===== src/rtl/snake_pkg.sv =====
// Shared types and constants for the snake game blocks: cell colours,
// directions, grid size and the apple spawner state encoding.
package snake_pkg;

  typedef enum logic [1:0] {
    off    = 2'b00,
    green  = 2'b01,
    red    = 2'b10,
    orange = 2'b11
  } cellStateColor;

  typedef enum logic [1:0] {
    DIR_UP    = 2'b00,
    DIR_DOWN  = 2'b01,
    DIR_LEFT  = 2'b10,
    DIR_RIGHT = 2'b11
  } inputDirection;

  localparam int GRID_ROWS = 16;
  localparam int GRID_COLS = 16;

  typedef enum logic [1:0] {
    IDLE  = 2'b00,
    PROBE = 2'b01,
    WRITE = 2'b10
  } spawner_state_t;

  // Fibonacci step, taps 16,14,13,11 (bit 0 is the oldest bit shifted out)
  function automatic logic [15:0] lfsr16_next(input logic [15:0] s);
    return {s[0] ^ s[2] ^ s[3] ^ s[5], s[15:1]};
  endfunction

endpackage


===== src/rtl/lfsr16.sv =====
// Free-running 16-bit Fibonacci LFSR; shared source of pseudo-random values.
module lfsr16
  import snake_pkg::*;
#(
  parameter logic [15:0] SEED = 16'hACE1
) (
  input  logic        clk,
  input  logic        reset,
  output logic [15:0] out
);

  always_ff @(posedge clk or negedge reset) begin
    if (!reset) out <= SEED;
    else        out <= lfsr16_next(out);
  end

endmodule


===== src/rtl/apple_spawner.sv =====
// Places apples into free grid cells (random start + linear probe) and keeps
// the score; requests arriving mid-search are remembered as one pending spawn.
module apple_spawner
  import snake_pkg::*;
#(
  parameter int          ROWS    = GRID_ROWS,
  parameter int          COLS    = GRID_COLS,
  parameter int          SCORE_W = 8,
  parameter logic [15:0] SEED    = 16'hACE1
) (
  input  logic                     clk,
  input  logic                     reset,
  input  logic                     start,
  input  logic                     eat_apple,
  input  logic                     game_over,
  output logic [$clog2(ROWS)-1:0]  rd_row,
  output logic [$clog2(COLS)-1:0]  rd_col,
  input  logic [1:0]               rd_cell,
  output logic                     wr_en,
  output logic [$clog2(ROWS)-1:0]  wr_row,
  output logic [$clog2(COLS)-1:0]  wr_col,
  output logic [1:0]               wr_cell,
  output logic [$clog2(ROWS)-1:0]  apple_row,
  output logic [$clog2(COLS)-1:0]  apple_col,
  output logic                     apple_valid,
  output logic [SCORE_W-1:0]       score,
  output logic                     busy,
  output logic                     no_space
);

  localparam int ROW_W = $clog2(ROWS);
  localparam int COL_W = $clog2(COLS);
  localparam int IDX_W = ROW_W + COL_W;

  spawner_state_t   state;
  logic [15:0]      rnd;
  logic [IDX_W-1:0] idx;
  logic [IDX_W-1:0] probe_cnt;
  logic             pending;
  logic             trigger;
  logic             cell_free;
  logic             last_probe;

  lfsr16 #(.SEED(SEED)) u_lfsr (
    .clk   (clk),
    .reset (reset),
    .out   (rnd)
  );

  generate
    if (IDX_W < 16) begin : g_rnd_tap
      logic unused_rnd;
      assign unused_rnd = ^rnd[15:IDX_W];
    end
  endgenerate

  assign trigger    = !game_over && ((start && !apple_valid) || eat_apple || pending);
  assign cell_free  = (rd_cell == off);
  // Power-of-two grid: all-ones count means every cell has been probed
  assign last_probe = &probe_cnt;

  assign {rd_row, rd_col} = idx;
  assign busy             = (state != IDLE);
  assign wr_cell          = wr_en ? red : off;

  always_ff @(posedge clk or negedge reset) begin
    if (!reset)                       score <= '0;
    else if (eat_apple && !game_over && !(&score)) score <= score + 1'b1;
  end

  always_ff @(posedge clk or negedge reset) begin
    if (!reset) begin
      state       <= IDLE;
      idx         <= '0;
      probe_cnt   <= '0;
      pending     <= 1'b0;
      wr_en       <= 1'b0;
      wr_row      <= '0;
      wr_col      <= '0;
      apple_row   <= '0;
      apple_col   <= '0;
      apple_valid <= 1'b0;
      no_space    <= 1'b0;
    end else begin
      wr_en <= 1'b0;
      if (game_over)                        pending <= 1'b0;
      else if (eat_apple && state != IDLE)  pending <= 1'b1;

      case (state)
        IDLE: begin
          if (trigger) begin
            idx       <= rnd[IDX_W-1:0];
            probe_cnt <= '0;
            pending   <= 1'b0;
            state     <= PROBE;
            if (eat_apple || pending) apple_valid <= 1'b0;
          end
        end
        PROBE: begin
          if (game_over) begin
            state <= IDLE;
          end else if (cell_free) begin
            wr_en            <= 1'b1;
            {wr_row, wr_col} <= idx;
            state            <= WRITE;
          end else if (last_probe) begin
            no_space <= 1'b1;
            state    <= IDLE;
          end else begin
            idx       <= idx + 1'b1;
            probe_cnt <= probe_cnt + 1'b1;
          end
        end
        WRITE: begin
          {apple_row, apple_col} <= idx;
          apple_valid            <= 1'b1;
          no_space               <= 1'b0;
          state                  <= IDLE;
        end
        default: state <= IDLE;
      endcase
    end
  end

endmodule


===== config.mk =====
export PLATFORM = sky130hd
export DESIGN_NAME = apple_spawner
export DESIGN_NICKNAME = d
export VERILOG_FILES = /design/src/rtl/snake_pkg.sv /design/src/rtl/lfsr16.sv /design/src/rtl/apple_spawner.sv
export SDC_FILE = /design/constraint.sdc
export NUM_CORES = 1
export LEC_CHECK = 0
export CAP_MARGIN = 20
export CORE_ASPECT_RATIO = 1.25
export CORE_UTILIZATION = 47
export CTS_CLUSTER_DIAMETER = 120
export DETAILED_ROUTE_END_ITERATION = 7
export GPL_ROUTABILITY_DRIVEN = 0
export PLACE_DENSITY_LB_ADDON = 0.15
export SLEW_MARGIN = 30
export SYNTH_ARGS = -nofsm -noshare
export SYNTH_HDL_FRONTEND = slang
export SYNTH_SLANG_ARGS = --single-unit
export TNS_END_PERCENT = 30

===== constraint.sdc =====
create_clock -name clk -period 1.7 [get_ports clk]
set_input_delay 0.34 -clock clk [delete_from_list [all_inputs] [get_ports clk]]
set_output_delay 0.34 -clock clk [all_outputs]
set_load 0.05 [all_outputs]

---- After elaboration in Yosys (flattened, before gate mapping) ----
Index checks and enable logic that the tools add are counted.
W data, S select, Z words.
storage, ports and cells
  register bits after elaboration ......... 62
  input bits .............................. 7
  output and inout port bits .............. 38
  logic and storage cells ................. 83
operators by class
  add/subtract/negate cells ............... 3
  equal/unequal tests ..................... 9
  muxes and demuxes ....................... 30
  bitwise logic cells ..................... 4
  reductions and logical operators ........ 24
operator list
  operator               count
  $mux W8                8
  $pmux W8 S2            2
  $add A8 B1 Y8 const B  3
  $reduce_and A8 Y1      2
  $mux W1                12
  $ne A2 B2 Y1 const B   6
  $mux W2                5
  $reduce_bool A2 Y1     4
  $reduce_and A3 Y1      2
  $logic_and A1 B1 Y1    5
  $reduce_and A5 Y1      1
  $logic_not A2 Y1       2
  $ne A4 B4 Y1 const B   1
  $pmux W1 S2            2
  $pmux W2 S2            1
  $reduce_and A4 Y1      1
  $logic_not A1 Y1       3
  $logic_or A1 B1 Y1     3
  $xor A1 B1 Y1          3
  $eq A2 B1 Y1 const B   1
  $eq A2 B2 Y1 const B   1
  $reduce_and A2 Y1      1
  $not A1 Y1             1

---- Logic depth before layout (Yosys ltp) ----
  depth after elaboration ................. 7
  mapped depth ............................ 6
  gate-level depth less buffers ........... 5

---- Modules after synthesis ----
From an unflattened synthesis, not the netlist that was laid out.
unflattened totals
  cells, all modules ...................... 233
  area total of the unflattened synthesis .. 2,621.3 µm²
by module, submodules not included
  module         times used  cells an instance  area an instance (µm²)  seq. area each (µm²)
  apple_spawner  1           214                2,184.6                 1,151.1
  lfsr16         1           19                 436.7                   410.4

---- Least setup slack after synthesis ----
OpenSTA, ideal clock, no wires.
  path type ............................... register to register
  start point ............................. register score[0]
  end point ............................... register score[1]
  library setup time ...................... 125 ps
  arrival ................................. 1,806 ps
  data required time ...................... 1,575 ps
  path slack .............................. -230 ps
  cell stages (with the launch flop) ...... 5
  path buffers ............................ 0
  clock period less this slack ............ 1,930 ps
  path through ............................ dfrtp_1 ha_1 and4_1 a41oi_2 mux2_2
between the ends
  word-level cells in the longest chain between the ends .. 3
  elaborated cells on any way between the ends .. 4
  those cells by class .................... add/sub (1); reduce/logical (3)
ends and longest elaborated chain
  item                                                                   RTL line             text
  start, declared                                                        apple_spawner.sv:26  output logic [SCORE_W-1:0] score,
  start signal, assigned                                                 apple_spawner.sv:68  else if (eat_apple && !game_over && !(&score)) score <= score + 1'b1;
  parallel branches: the longest is 3 deep, another holds $add A8 B1 Y8  n/a
Several ways; the timed one is not identified.
A chain may end at the register's enable or synchronous reset.

---- Final worst setup path ----
  start point ............................. input game_over
  end point ............................... register idx[5]
between the ends
  word-level cells in the longest chain between the ends .. 4
  elaborated cells on any way between the ends .. 5
  those cells by class .................... eq/ne (2); reduce/logical (3)
ends and longest elaborated chain
  item                                  RTL line              text
  start, declared                       apple_spawner.sv:15   input logic game_over,
  $logic_not A1 Y1                      apple_spawner.sv:57   assign trigger = !game_over && ((start && !apple_valid) || eat_apple || pending);
  $logic_and A1 B1 Y1                   apple_spawner.sv:57
  $ne A2 B2 Y1 (no source line)         n/a
  $reduce_and A5 Y1 (no source line) *  n/a
  end signal, assigned                  apple_spawner.sv:92   idx <= rnd[IDX_W-1:0];
  end signal, assigned                  apple_spawner.sv:110  idx <= idx + 1'b1;
  end, declared                         apple_spawner.sv:37   logic [IDX_W-1:0] idx;
Mark *: on every way between the ends. The rest lies on a longest branch, timed or not.

==> key figures <==
Synthesis
  – Post-synth EDFFs: 0
  – Post-synth cell types: between 40 and 50
  – Flops & latches, synth: 62
  – FFs w/ async S/R, synth: 1.000
  – Synth Instances: 229
  – Syn Area/Cell: 11.45 um^2
  – Synthesized cell area: approximately 2600 um^2
  – Sequential-to-total area share from yosys stat: 0.5957
  – Synthesis Warnings: 0
  – Synth Flop Type: dfrtp_1
  – Total nets after synthesis: 239

GRT
  – Vias in the first global route: 1,924
  – Global-route wire length before repair: 9121 um
  – GRT Total Usage: 0.2165
  – Largest net degree at the start of global routing: 43
  – GRT overflow: 0
  – Number of antenna violations at the first check in global routing: 0

Floorplan
  – CORE AREA: 5405 um^2
  – Core Rows: 30
  – DIE AREA: 5882 um^2
  – Io pins: 45
  – Die width: 68.80 um
  – Initial Util: 0.4850
  – Die H: 85.50 um

Worst hold path
  – Hold WC Path Type: in2async

STA
  – RSZ-0062 raised after global routing: true
  – Max Clock Skew: 0.01194 ns
  – Setup tns final: 0 ns
  – Fin. Hold Viols: 0
  – Final setup vio count: 0
  – Final worst setup slack: between 0.03 and 0.04 ns
  – Tcrit/Tclk final: 0.9802
  – Slew Limit Fails: 0
  – Max frequency: 600.1 MHz
  – Minimum clock period after layout: between 1.5 and 2 ns

Place
  – Placed insts: 348
  – PortBufs: 43
  – Dpl hpwl: just under 4000 um
  – Worst slack, placed: -0.3188 ns

Worst setup path
  – Worst path required time: 1.96 ns
  – CP peak stage delay: 0.43 ns
  – CP Max Fanout: 8
  – Setup crit end kind: flip-flop
  – Worst Path Class, Setup: in2reg
  – Crit-path cells: clkdlybuf4s50_1, or2_1, a221o_1, buf_4, nor3_1, a2bb2oi_1
  – Slowest-stage cell, CP: clkdlybuf4s50_1
  – Crit path launch type: input pin
  – Worst EP arrival: 1.93 ns

Finish
  – Share of layout cells above drive strength 1: 0.3389
  – Final Util: 0.6505
  – Layout Cells excl Fill: 365
  – Layout Area Growth over Synthesis: 34.13%
  – Inserted Diodes: 0
  – Filler cell count in the final layout: 435
  – Most common cell after layout, fill and taps aside: dfrtp_1
  – NumNets Final: 306
  – Commonest cells after routing, fill and taps aside: dfrtp_1, buf_4, nand2_1

Clock network
  – TritonCTS Buffers: 9
  – Clk buf depth: 2
  – Root Buffer: clkbuf_8
  – Setup bufs post-CTS: 0
  – H-tree levels: 3
  – Clock latency on the worst-skew pair: approximately 0.34 ns
  – CTS tree: yes
  – Clock sinks: 62
  – Clock slew at reported path FFs: 0.07 ns

Drt
  – Routed wl met2: between 2000 and 3000 um
  – Vias post-DR: 1,965
  – Metal3 WL: 246 um
  – Via/cell ratio: between 5 and 6
  – DRT Wirelength: about 5700 um
  – DRT iter0 DRCs: roughly 160
  – Routed wire per std cell: between 15 and 20 um
  – Pre-antenna DRT Iters: 4
  – Wl on met1: 2501 um
  – Top sig layer: met4
  – Routed Antenna Nets: 0
  – Post-route DRC violation count: 0

Run status
  – Status: finished, final reports clean

Job
  – Max cap viols: 0

Pwr
  – Peak supply drop: 0.9737 mV
  – Pleak: 1.686 nW
  – Cell Pwr Density: 1520 nW/um^2
## timing repair
action | 4_1_cts | 5_1_grt
endpoints found under the setup margin | 0 | 19
hold endpoints to repair | 20 | 0
gates resized for setup | 0 | 8
hold buffers | 1 | 0
## power by group
| group | internal (mW) | switching, mW |
|---|---|---|
| Combinational | 0.729 | 1.27 |
| Sequential | 1.75 | 0.291 |
| Clock | 0.760 | 0.538 |
## kinds of logic (layout without fill, tap and decap cells)
| logic type | after synthesis | after routing | share of synthesized area |
|---|---|---|---|
| fa+ha+maj | 3 | 3 | 0.01432 |
| other cells | 1 | 1 | 0.001431 |
| buf+inv | 14 | 86 | 0.03054 |
| flops | 62 | 62 | 0.5957 |
| mux | 10 | 10 | 0.04296 |
| xor+xnor | 10 | 10 | 0.03342 |
| simple gates | 88 | 88 | 0.1690 |
| compound gates | 41 | 41 | 0.1127 |
## registers in the layout, indices dropped and copies added (netlist names)
| signal | count |
|---|---|
| idx | 8 |
| apple_row | 4 |
| wr_en | 1 |
| wr_row | 4 |
| no_space | 1 |
| apple_valid | 1 |
| u_lfsr.out | 16 |
| apple_col | 4 |
| score | 8 |
| probe_cnt | 8 |
| wr_col | 4 |
| pending | 1 |
| state | 2 |
## per-layer routing
| metal | GRT usage | up-vias |
|---|---|---|
| met5 | 0 | - |
| met4 | 0.09833 | 0 |
| met1 | 0.2899 | 969 |
| met3 | 0.06383 | 9 |
| met2 | 0.3217 | 43 |
| li1 | - | 944 |
## stage by stage
| stage | hold WS, ns | power, mW | cell area [um^2] |
|---|---|---|---|
| 2_1_floorplan | 0.04441 | 3.325 | 2653 |
| 3_3_place_gp | 0.1613 | 4.049 | 3278 |
| 3_5_place_dp | 0.1606 | 4.076 | 3278 |
| 4_1_cts | 0.3230 | 5.383 | 3485 |
| 5_1_grt | 0.3564 | 5.587 | 3516 |
| 6_report | 0.3359 | 5.343 | 3516 |
## critical path, delay by kind of cell
family	cells	cell delay, ns
AO/OA/AOI/OAI	2	0.51
buffers and inverters	2	0.63
AND/OR/NAND/NOR	2	0.45
## cells in the mapped netlist (all sizes together) (2+ instances only)
master | count | area, um^2
and3 | 6 | 37.54
o22ai | 2 | 12.51
a21o | 3 | 22.52
nand2 | 33 | 123.9
xor2 | 2 | 17.52
buf | 7 | 53.79
a21oi | 3 | 15.01
and4 | 2 | 17.52
dfrtp | 54 | 1351
a2bb2oi | 5 | 43.79
nor2 | 10 | 45.04
dfstp | 8 | 210.2
o22a | 2 | 17.52
mux2 | 10 | 112.6
nand2b | 4 | 25.02
clkbuf | 3 | 11.26
xnor2 | 8 | 70.07
inv | 3 | 11.26
o21ai | 7 | 35.03
a31oi | 6 | 37.54
nand4 | 3 | 18.77
ha | 3 | 37.54
nand3 | 13 | 65.06
and2 | 2 | 12.51
o31ai | 8 | 60.06
nor3 | 10 | 50.05
## cell type report
class / count / area, um^2 / area share
clock inverters: 1 / 30.03 / 0.008541
inverters: 4 / 15.01 / 0.004270
well taps: 64 / 80.08 / 0.02278
repair buffers: 66 / 624.3 / 0.1776
multi-input cells: 153 / 1035 / 0.2943
clock buffers: 15 / 166.4 / 0.04733
flip-flops and latches: 62 / 1565 / 0.4452
## worst paths after layout
kind / startpoint / to / slack [ns] / cells past startpoint
hold / removal: reset / probe_cnt[2]$_DFFE_PN0P_ / 0.34 / 2
setup reg to reg: state[1]$_DFFE_PN0P_ / idx[5]$_DFFE_PN0P_ / 0.06 / 5
max in group asynchronous: reset / u_lfsr.out[5]$_DFF_PN1_ / 0.86 / 3
min in group clk: u_lfsr.out[8]$_DFF_PN0_ / u_lfsr.out[7]$_DFF_PN1_ / 0.35 / 0
setup / recovery: game_over / idx[5]$_DFFE_PN0P_ / 0.03 / 6
hold reg to reg: u_lfsr.out[8]$_DFF_PN0_ / u_lfsr.out[7]$_DFF_PN1_ / 0.35 / 0
(Power assumes the default switching activity.)
